[src/rtl/vend_change_dispenser.sv]
// Coin-return sequencer: greedy quarter/dime/nickel ejection over a valid/ack hopper handshake.
// Optional hopper-ack timeout with a sticky FAULT state is enabled by defining CHANGE_TIMEOUT_EN.
module vend_change_dispenser #(
  parameter int GAP_CYCLES     = 4,
  parameter int TIMEOUT_CYCLES = 1000,
  parameter int CNT_W          = 10
) (
  input  logic       clk,
  input  logic       reset,
  input  logic       start,
  input  logic [7:0] change_bcd,
  input  logic       hopper_ack,
  output logic       eject_valid,
  output logic [2:0] eject_coin,
  output logic       busy,
  output logic       done,
  output logic       error,
  output logic [7:0] remaining_bcd
);

  localparam logic [2:0] S_IDLE   = 3'd0;
  localparam logic [2:0] S_CHECK  = 3'd1;
  localparam logic [2:0] S_SELECT = 3'd2;
  localparam logic [2:0] S_EJECT  = 3'd3;
  localparam logic [2:0] S_GAP    = 3'd4;
  localparam logic [2:0] S_DONE   = 3'd5;
  localparam logic [2:0] S_FAULT  = 3'd6;

  localparam logic [2:0] COIN_N = 3'b001;
  localparam logic [2:0] COIN_D = 3'b010;
  localparam logic [2:0] COIN_Q = 3'b100;

  // A zero-length gap still spends the one GAP cycle before moving on.
  localparam logic [CNT_W-1:0] GAP_LAST = CNT_W'((GAP_CYCLES == 0) ? 0 : GAP_CYCLES - 1);

  if ((CNT_W < $clog2(GAP_CYCLES + 1)) || (CNT_W < $clog2(TIMEOUT_CYCLES + 1))) begin : g_bad_cnt_w
    $error("CNT_W too narrow for GAP_CYCLES/TIMEOUT_CYCLES");
  end

  function automatic logic [6:0] coin_value(input logic [2:0] coin);
    case (coin)
      COIN_Q:  coin_value = 7'd25;
      COIN_D:  coin_value = 7'd10;
      COIN_N:  coin_value = 7'd5;
      default: coin_value = 7'd0;
    endcase
  endfunction

  function automatic logic [7:0] to_bcd(input logic [6:0] value);
    logic [3:0] tens;
    logic [6:0] rest;
    tens = 4'd0;
    rest = value;
    for (int i = 0; i < 9; i++) begin
      if (rest >= 7'd10) begin
        rest = rest - 7'd10;
        tens = tens + 4'd1;
      end
    end
    to_bcd = {tens, rest[3:0]};
  endfunction

  logic [2:0]       state_q, state_d;
  logic [6:0]       rem_q, rem_d;
  logic [7:0]       rem_bcd_q, rem_bcd_d;
  logic [CNT_W-1:0] gap_cnt_q, gap_cnt_d;
  logic             eject_valid_q, eject_valid_d;
  logic [2:0]       eject_coin_q, eject_coin_d;
  logic             busy_q, busy_d;
  logic             done_q, done_d;
  logic             error_q, error_d;
`ifdef CHANGE_TIMEOUT_EN
  localparam logic [CNT_W-1:0] TO_LAST = CNT_W'(TIMEOUT_CYCLES - 1);
  logic [CNT_W-1:0] to_cnt_q, to_cnt_d;
`endif

  always_comb begin
    state_d       = state_q;
    rem_d         = rem_q;
    rem_bcd_d     = rem_bcd_q;
    gap_cnt_d     = gap_cnt_q;
    eject_valid_d = eject_valid_q;
    eject_coin_d  = eject_coin_q;
    busy_d        = busy_q;
    done_d        = 1'b0;
    error_d       = 1'b0;
`ifdef CHANGE_TIMEOUT_EN
    to_cnt_d      = to_cnt_q;
`endif
    case (state_q)
      S_IDLE: begin
        if (start) begin
          rem_bcd_d = change_bcd;
          busy_d    = 1'b1;
          state_d   = S_CHECK;
        end
      end
      S_CHECK: begin
        if ((rem_bcd_q[7:4] > 4'd9) || ((rem_bcd_q[3:0] != 4'd0) && (rem_bcd_q[3:0] != 4'd5))) begin
          error_d   = 1'b1;
          busy_d    = 1'b0;
          rem_bcd_d = 8'h00;
          state_d   = S_IDLE;
        end else begin
          rem_d = (7'(rem_bcd_q[7:4]) * 7'd10) + 7'(rem_bcd_q[3:0]);
          if (rem_d == 7'd0) begin
            done_d  = 1'b1;
            busy_d  = 1'b0;
            state_d = S_DONE;
          end else begin
            state_d = S_SELECT;
          end
        end
      end
      S_SELECT: begin
        if (rem_q >= 7'd25) begin
          eject_coin_d = COIN_Q;
        end else if (rem_q >= 7'd10) begin
          eject_coin_d = COIN_D;
        end else begin
          eject_coin_d = COIN_N;
        end
        eject_valid_d = 1'b1;
        state_d       = S_EJECT;
`ifdef CHANGE_TIMEOUT_EN
        to_cnt_d      = '0;
`endif
      end
      S_EJECT: begin
        if (hopper_ack) begin
          rem_d         = rem_q - coin_value(eject_coin_q);
          rem_bcd_d     = to_bcd(rem_d);
          eject_valid_d = 1'b0;
          eject_coin_d  = 3'b000;
          gap_cnt_d     = '0;
          state_d       = S_GAP;
        end
`ifdef CHANGE_TIMEOUT_EN
        else if (to_cnt_q == TO_LAST) begin
          eject_valid_d = 1'b0;
          eject_coin_d  = 3'b000;
          error_d       = 1'b1;
          state_d       = S_FAULT;
        end else begin
          to_cnt_d = to_cnt_q + 1'b1;
        end
`endif
      end
      S_GAP: begin
        if (gap_cnt_q == GAP_LAST) begin
          if (rem_q != 7'd0) begin
            state_d = S_SELECT;
          end else begin
            done_d  = 1'b1;
            busy_d  = 1'b0;
            state_d = S_DONE;
          end
        end else begin
          gap_cnt_d = gap_cnt_q + 1'b1;
        end
      end
      S_DONE: begin
        state_d = S_IDLE;
      end
`ifdef CHANGE_TIMEOUT_EN
      S_FAULT: begin
        state_d = S_FAULT;
      end
`endif
      default: begin
        state_d = S_IDLE;
      end
    endcase
  end

  always_ff @(posedge clk) begin
    if (reset) begin
      state_q       <= S_IDLE;
      rem_q         <= 7'd0;
      rem_bcd_q     <= 8'h00;
      gap_cnt_q     <= '0;
      eject_valid_q <= 1'b0;
      eject_coin_q  <= 3'b000;
      busy_q        <= 1'b0;
      done_q        <= 1'b0;
      error_q       <= 1'b0;
`ifdef CHANGE_TIMEOUT_EN
      to_cnt_q      <= '0;
`endif
    end else begin
      state_q       <= state_d;
      rem_q         <= rem_d;
      rem_bcd_q     <= rem_bcd_d;
      gap_cnt_q     <= gap_cnt_d;
      eject_valid_q <= eject_valid_d;
      eject_coin_q  <= eject_coin_d;
      busy_q        <= busy_d;
      done_q        <= done_d;
      error_q       <= error_d;
`ifdef CHANGE_TIMEOUT_EN
      to_cnt_q      <= to_cnt_d;
`endif
    end
  end

  assign eject_valid   = eject_valid_q;
  assign eject_coin    = eject_coin_q;
  assign busy          = busy_q;
  assign done          = done_q;
  assign error         = error_q;
  assign remaining_bcd = rem_bcd_q;

endmodule

[config.mk]
export PLATFORM = sky130hd
export DESIGN_NAME = vend_change_dispenser
export DESIGN_NICKNAME = d
export VERILOG_FILES = /design/src/rtl/vend_change_dispenser.sv
export SDC_FILE = /design/constraint.sdc
export NUM_CORES = 1
export LEC_CHECK = 0
export CORE_AREA = 5 5 99 101
export CTS_CLUSTER_DIAMETER = 120
export DETAILED_ROUTE_END_ITERATION = 10
export DIE_AREA = 0 0 104 106
export PLACE_DENSITY = 0.77
export SYNTH_ARGS = -nofsm -noshare
export SYNTH_HDL_FRONTEND = slang
export SYNTH_SLANG_ARGS = --single-unit
[constraint.sdc]
create_clock -name clk -period 12.55 [get_ports clk]
set_input_delay 3.1375 -clock clk [delete_from_list [all_inputs] [get_ports clk]]
set_output_delay 3.1375 -clock clk [all_outputs]
set_load 0.05 [all_outputs]
==> flow_summary.yaml, run 1 <==
detailed_routing:
  dr.pass1.iters: 7
  dr_total_vias: 5050
  drc_errors: 0
  vias_per_cell: 6.33
  finalWirelength_mm: 13.3
  ant_nets: 0
  wl_per_cell_um: 16.7
  drt_iter0_drc: 274
placement:
  placed_cells: 767
  dp_hpwl_mm: 10.0
  dp_worst_setup_slack_ns: -0.282
  gp_congestion: 0.901
  io_buffers: 26
finish:
  drive_above_1_share: 0.230
  nets: 732
  syn2layout_area_growth_pct: 21.0
  fill_cells: 758
  finalNonFillerCells: 798
  n_antenna_cell: 0
yosys:
  synth_area_leaders: "dfxtp_1 (15%), ha_1 (8.1%), nor2_1 (6.2%), nand2_1 (5.1%), xnor2_1 (4.0%)"
  syn_area_sq_mm: 0.00481
  netlist.area_leader.share: 0.146
  synth_edf_count: 0
  synth_flop_cell: "dfxtp_1"
  synth_warnings: 0
  yosys.cell_count.top_type: "nor2_1"
  synth-seq-cells: 35
  synth_top_cell_by_area: "dfxtp_1"
  syn_inst: 634
  synth_common_cells: "nor2_1 (80), nand2_1 (65), a21oi_1 (36), dfxtp_1 (35), ha_1 (31)"
  synthArstFlopShare: 0
  avgSynthCellArea_sq_um: 7.59
  seq_area_frac_synth: 0.146
  syn-num-nets: 680
  ys_types: 99
global_routing:
  grt_pass1_wl_mm: 22.0
  grt_max_degree: 30
  antenna_found_initial: 0
  grt.total_usage: 0.227
  gr-total-overflow: 0
  first_global_vias: 4788
clocking:
  cts_root_buf: "clkbuf_8"
  cts_hold_buf: 0
  cts_max_path_buffers: 2
  worstSkewPairLatency_ns: 0.29
  clkTransAtPathRegs_ns: 0.08
  cts_tree: "done"
  numCtsBuffers: 5
  cts_max_level: 2
  cts_sinks: 35
sta:
  setup_viol: 0
  fmax_mhz: 83.9
  maxSlewHeadroom: 0.379
  fin_skew_ns: 0.00519
  fin_crit_ns: 11.92
  slew_violations: 0
  tightest_slew_ns: 0.927
  hold_violations: 0
  fin_ws_ns: 0.633
  timing.final.crit_share: 0.950
worst_setup_path:
  path_delay_family: "simple AND/OR/NAND/NOR gates"
  crit_required_ns: 12.68
  path_buf_inv: 9
  worstReg2RegEnd: "remaining_bcd[1]"
  r2r-start: "eject_coin[0]"
  r2r_slack_ns: 0.63
  start_kind: "flip-flop"
  arrival_ns: 12.04
  worstRegToRegCells: 66
  crit_top_cell: "ha_1"
  path_class: "flip-flop to flip-flop"
  end_kind: "flip-flop"
  cpPeakStageDelay_ns: 0.50
  cp_max_fo: 7
  crit_slowest_cell: "a2111o_2"
floorplanning:
  die_y_um: 106
  placementRows: 35
  start_util: 0.539
  die_w_um: 104
  io_pins: 27
  die-area_sq_mm: 0.0110
  coreArea_sq_mm: 0.00893
hold_path:
  hold_path_startpoint: "gap_cnt_q[1]"
  hp-class: "flip-flop to flip-flop"
  hold_path_depth: 2
  min_to: "gap_cnt_q[1]"
job:
  drv_cap: 0
run_status:
  run_status: "finished clean"
cells in the final DEF (no fill, tap or decap), types with 4 or more instances in the layout:
cell and count:
nor3_1 19, nor2_1 78, and4_1 5, nor2b_1 5
nand4_1 9, nand3b_1 5, o211ai_1 5, a211oi_1 14
mux2i_1 5, and2_1 5, o21ai_0 19, mux2i_2 5
nand2_1 60, ha_1 28, o31ai_1 6, inv_1 16
dfxtp_1 32, nor4_1 5, xnor2_1 18, a311oi_1 7
o22ai_1 6, clkbuf_8 5, nand3_1 15, nand2_2 7
o21ai_2 4, clkdlybuf4s50_1 26, or3_1 5, xor2_1 15
o31ai_4 4, a21o_1 4, a21oi_1 33, a31oi_1 5
and3_1 10, o21ai_1 11, nand3_2 4, mux2_2 9
o31a_1 5, inv_2 7, nand2b_1 9, buf_4 38
stage by stage:
| step | TNS [ns] | hold slack, ns | cell area, sq um | utilization |
|---|---|---|---|---|
| floorplan | 0 | 0.456 | 4880 | - |
| global placement | 0 | 0.468 | 5310 | 0.595 |
| detailed placement | -1.45 | 0.477 | 5310 | 0.595 |
| CTS | 0 | 0.490 | 5460 | 0.611 |
| global route | -0.625 | 0.513 | 5830 | 0.652 |
| finish | 0 | 0.489 | 5830 | 0.652 |
final cells by class:
class                   instances  area [sq um]  area share
multi-input cells             554          4230       0.726
flip-flops and latches         35           707       0.121
repair buffers                 67           579      0.0994
well taps                     111           139      0.0238
inverters                      23          86.3      0.0148
clock buffers                   5          68.8      0.0118
clock inverters                 3          18.8     0.00322
registers in the layout, summed over array words and instances (netlist names):
name / flops
eject_coin: 3
eject_valid: 1
error: 1
rem_q: 7
gap_cnt_q: 10
state_q: 3
done: 1
busy: 1
remaining_bcd: 8
tightest hold or removal path, stage by stage (launching register included):
cell,delay [ns]
dfxtp_1,0.33
nand3_1,0.07
a21oi_1,0.05
per-layer routing:
| metal | GRT usage | vias up | part of all wire | routed length [um] |
|---|---|---|---|---|
| li1 | - | 2482 | - | - |
| met1 | 0.276 | 2370 | 0.42 | 5630 |
| met2 | 0.416 | 164 | 0.51 | 6780 |
| met3 | 0.0267 | 34 | 0.045 | 602 |
| met4 | 0.0675 | 0 | 0.023 | 302 |
| met5 | 0 | - | 0 | 0 |
what timing repair did:
action / 4_1_cts / 5_1_grt
endpoints found under the setup margin: 6 / 7
endpoints found under the hold margin: 0 / 0
gates resized for setup: 8 / 54
setup buffers: 3 / 20
pin swaps: 4 / 23
kinds of logic (layout without fill, tap and decap cells):
| group | after synthesis | after routing | synth area share |
|---|---|---|---|
| compound gates | 182 | 182 | 0.301 |
| xor+xnor | 42 | 42 | 0.0824 |
| fa+ha+maj | 34 | 34 | 0.0930 |
| buf+inv | 45 | 98 | 0.0390 |
| flops | 35 | 35 | 0.146 |
| mux | 23 | 23 | 0.0535 |
| simple gates | 273 | 273 | 0.286 |
how the worst max path moves through the flow:
stage                             to           from  slack [ns]  cells after the start
detailed placement  remaining_bcd[4]  eject_coin[0]       -0.28                     65
floorplan           remaining_bcd[5]  eject_coin[0]        0.03                     64
global placement    remaining_bcd[1]  eject_coin[0]        0.35                     65
finish              remaining_bcd[1]  eject_coin[0]        0.63                     66
global route        remaining_bcd[1]  eject_coin[0]       -0.14                     66
CTS                 remaining_bcd[1]  eject_coin[0]        0.02                     65
Power of run 1 is not shown: default switching activity piles up to over one toggle a cycle in this logic, so the estimate is an artifact.
==> inputs of run 2 (changes only) <==
Settings changed: SETUP_SLACK_MARGIN from default to 0.2.
==> run 2 against run 1 <==
Net effect: die area is the same; first-iteration DRC count grew 2.6%; via count grew 1.9%; cell count is the same; wire length grew 0.16%.
==> flow_summary.yaml, run 2 (synthesis gave the netlist of run 1 again) <==
detailed_routing:
  ant_nets: 0
  routed-wl-met3_um: 630
  wl_per_cell_um: 16.7
  vias_per_cell: 6.45
  top_layer: "met4"
  drc_errors: 0
  finalWirelength_mm: 13.3
  drt_iter0_drc: 281
  wl_met2_mm: 6.93
  dr_total_vias: 5145
  dr.pass1.iters: 5
  drt-met1-wl_mm: 5.61
worst_setup_path:
  path_class: "flip-flop to flip-flop"
  r2r_slack_ns: 0.70
  cp_max_fo: 7
  crit_slowest_cell: "a2111o_2"
  r2r-start: "eject_coin[0]"
  worstRegToRegCells: 64
  arrival_ns: 12.06
  worstReg2RegEnd: "remaining_bcd[5]"
  end_kind: "flip-flop"
  cpPeakStageDelay_ns: 0.54
  crit_required_ns: 12.76
  start_kind: "flip-flop"
sta:
  tns_ns: 0
  hold_violations: 0
  fmax_mhz: 84.4
  setup_viol: 0
  slew_violations: 0
  maxSlewHeadroom: 0.357
  timing.final.crit_share: 0.944
  fin_skew_ns: 0.00936
  tightest_slew_ns: 0.960
  rsz0062_at_grt: "false"
  fin_crit_ns: 11.85
clocking:
  worstSkewPairLatency_ns: 0.29
  numCtsBuffers: 5
  cts_max_path_buffers: 2
  cts_root_buf: "clkbuf_8"
  cts_tree: "done"
  cts_max_level: 2
  cts_hold_buf: 0
  cts_sinks: 35
  clkTransAtPathRegs_ns: 0.07
hold_path:
  min_to: "busy"
  hold_path_depth: 2
  hold_path_startpoint: "busy"
  hp-class: "flip-flop to flip-flop"
finish:
  nets: 732
  n_antenna_cell: 0
  largest_reg_flops: 10
  mostFrequentLayoutCells: "nor2_1 (77), nand2_1 (58), buf_4 (39)"
  fill_cells: 739
  drive_above_1_share: 0.229
  regMostFlops: "gap_cnt_q"
  syn2layout_area_growth_pct: 21.8
  final_common_cell: "nor2_1"
job:
  drv_cap: 0
floorplanning:
  io_pins: 27
  die_w_um: 104
  coreArea_sq_mm: 0.00893
  die_y_um: 106
  die-area_sq_mm: 0.0110
  placementRows: 35
  start_util: 0.539
global_routing:
  grt_max_degree: 30
  grt_pass1_wl_mm: 21.3
  antenna_found_initial: 0
  grt.total_usage: 0.220
  first_global_vias: 4828
  gr-total-overflow: 0
placement:
  dp_hpwl_mm: 9.91
  io_buffers: 26
  gp_congestion: 0.924
run_status:
  run_status: "finished clean"
==> run 2: worst max path at each step <==
| stage | startpoint | end | slack, ns |
|---|---|---|---|
| after detailed placement | eject_coin[0] | remaining_bcd[4] | -0.16 |
| after CTS | eject_coin[0] | remaining_bcd[4] | 0.22 |
| after floorplan | eject_coin[0] | remaining_bcd[5] | 0.25 |
| after global routing | eject_coin[0] | remaining_bcd[1] | 0.04 |
| final | eject_coin[0] | remaining_bcd[5] | 0.70 |
| after global placement | eject_coin[0] | remaining_bcd[5] | 0.33 |
==> run 2: worst max-delay path: cells and delay by family (launching register included) <==
family	cells	cell delay, ns
AO/OA/AOI/OAI	16	3.36
XOR/XNOR	3	0.42
adder cells (fa/ha/maj)	10	2.16
buffers and inverters	8	0.73
flip-flops	1	0.36
multiplexers	3	0.99
AND/OR/NAND/NOR	24	3.75
==> run 2: layout make-up <==
type | instances | area (sq um) | share of cell area
timing repair buffer | 67 | 576 | 0.0981
inverter | 23 | 87.6 | 0.0149
tap | 111 | 139 | 0.0237
multi-input combinational | 554 | 4270 | 0.728
sequential | 35 | 707 | 0.121
clock inverter | 2 | 11.3 | 0.00192
clock buffer | 6 | 72.6 | 0.0124
==> run 2: per-stage QoR <==
| step | instances | cell area, sq um | setup slack, ns | hold WS [ns] | util |
|---|---|---|---|---|---|
| 2_1_floorplan | 634 | 4920 | 0.251 | 0.456 | - |
| 3_3_place_gp | 764 | 5320 | 0.330 | 0.469 | 0.595 |
| 6_report | 798 | 5870 | 0.698 | 0.495 | 0.657 |
| 4_1_cts | 777 | 5470 | 0.223 | 0.494 | 0.612 |
| 5_1_grt | 798 | 5870 | 0.0440 | 0.523 | 0.657 |
| 3_5_place_dp | 764 | 5320 | -0.161 | 0.483 | 0.595 |
==> run 2: repair_timing <==
action,CTS,global route
pin swaps,5,24
gates cloned,0,0
setup endpoints to repair,6,7
gates resized for setup,6,49
buffers inserted,5,21
==> run 2: routing by layer <==
layer,global-route usage,up-vias
met5,0,-
met4,0.0703,0
met3,0.0231,14
met2,0.410,191
met1,0.262,2452
li1,-,2488
Power of run 2 is left out for the same reason.
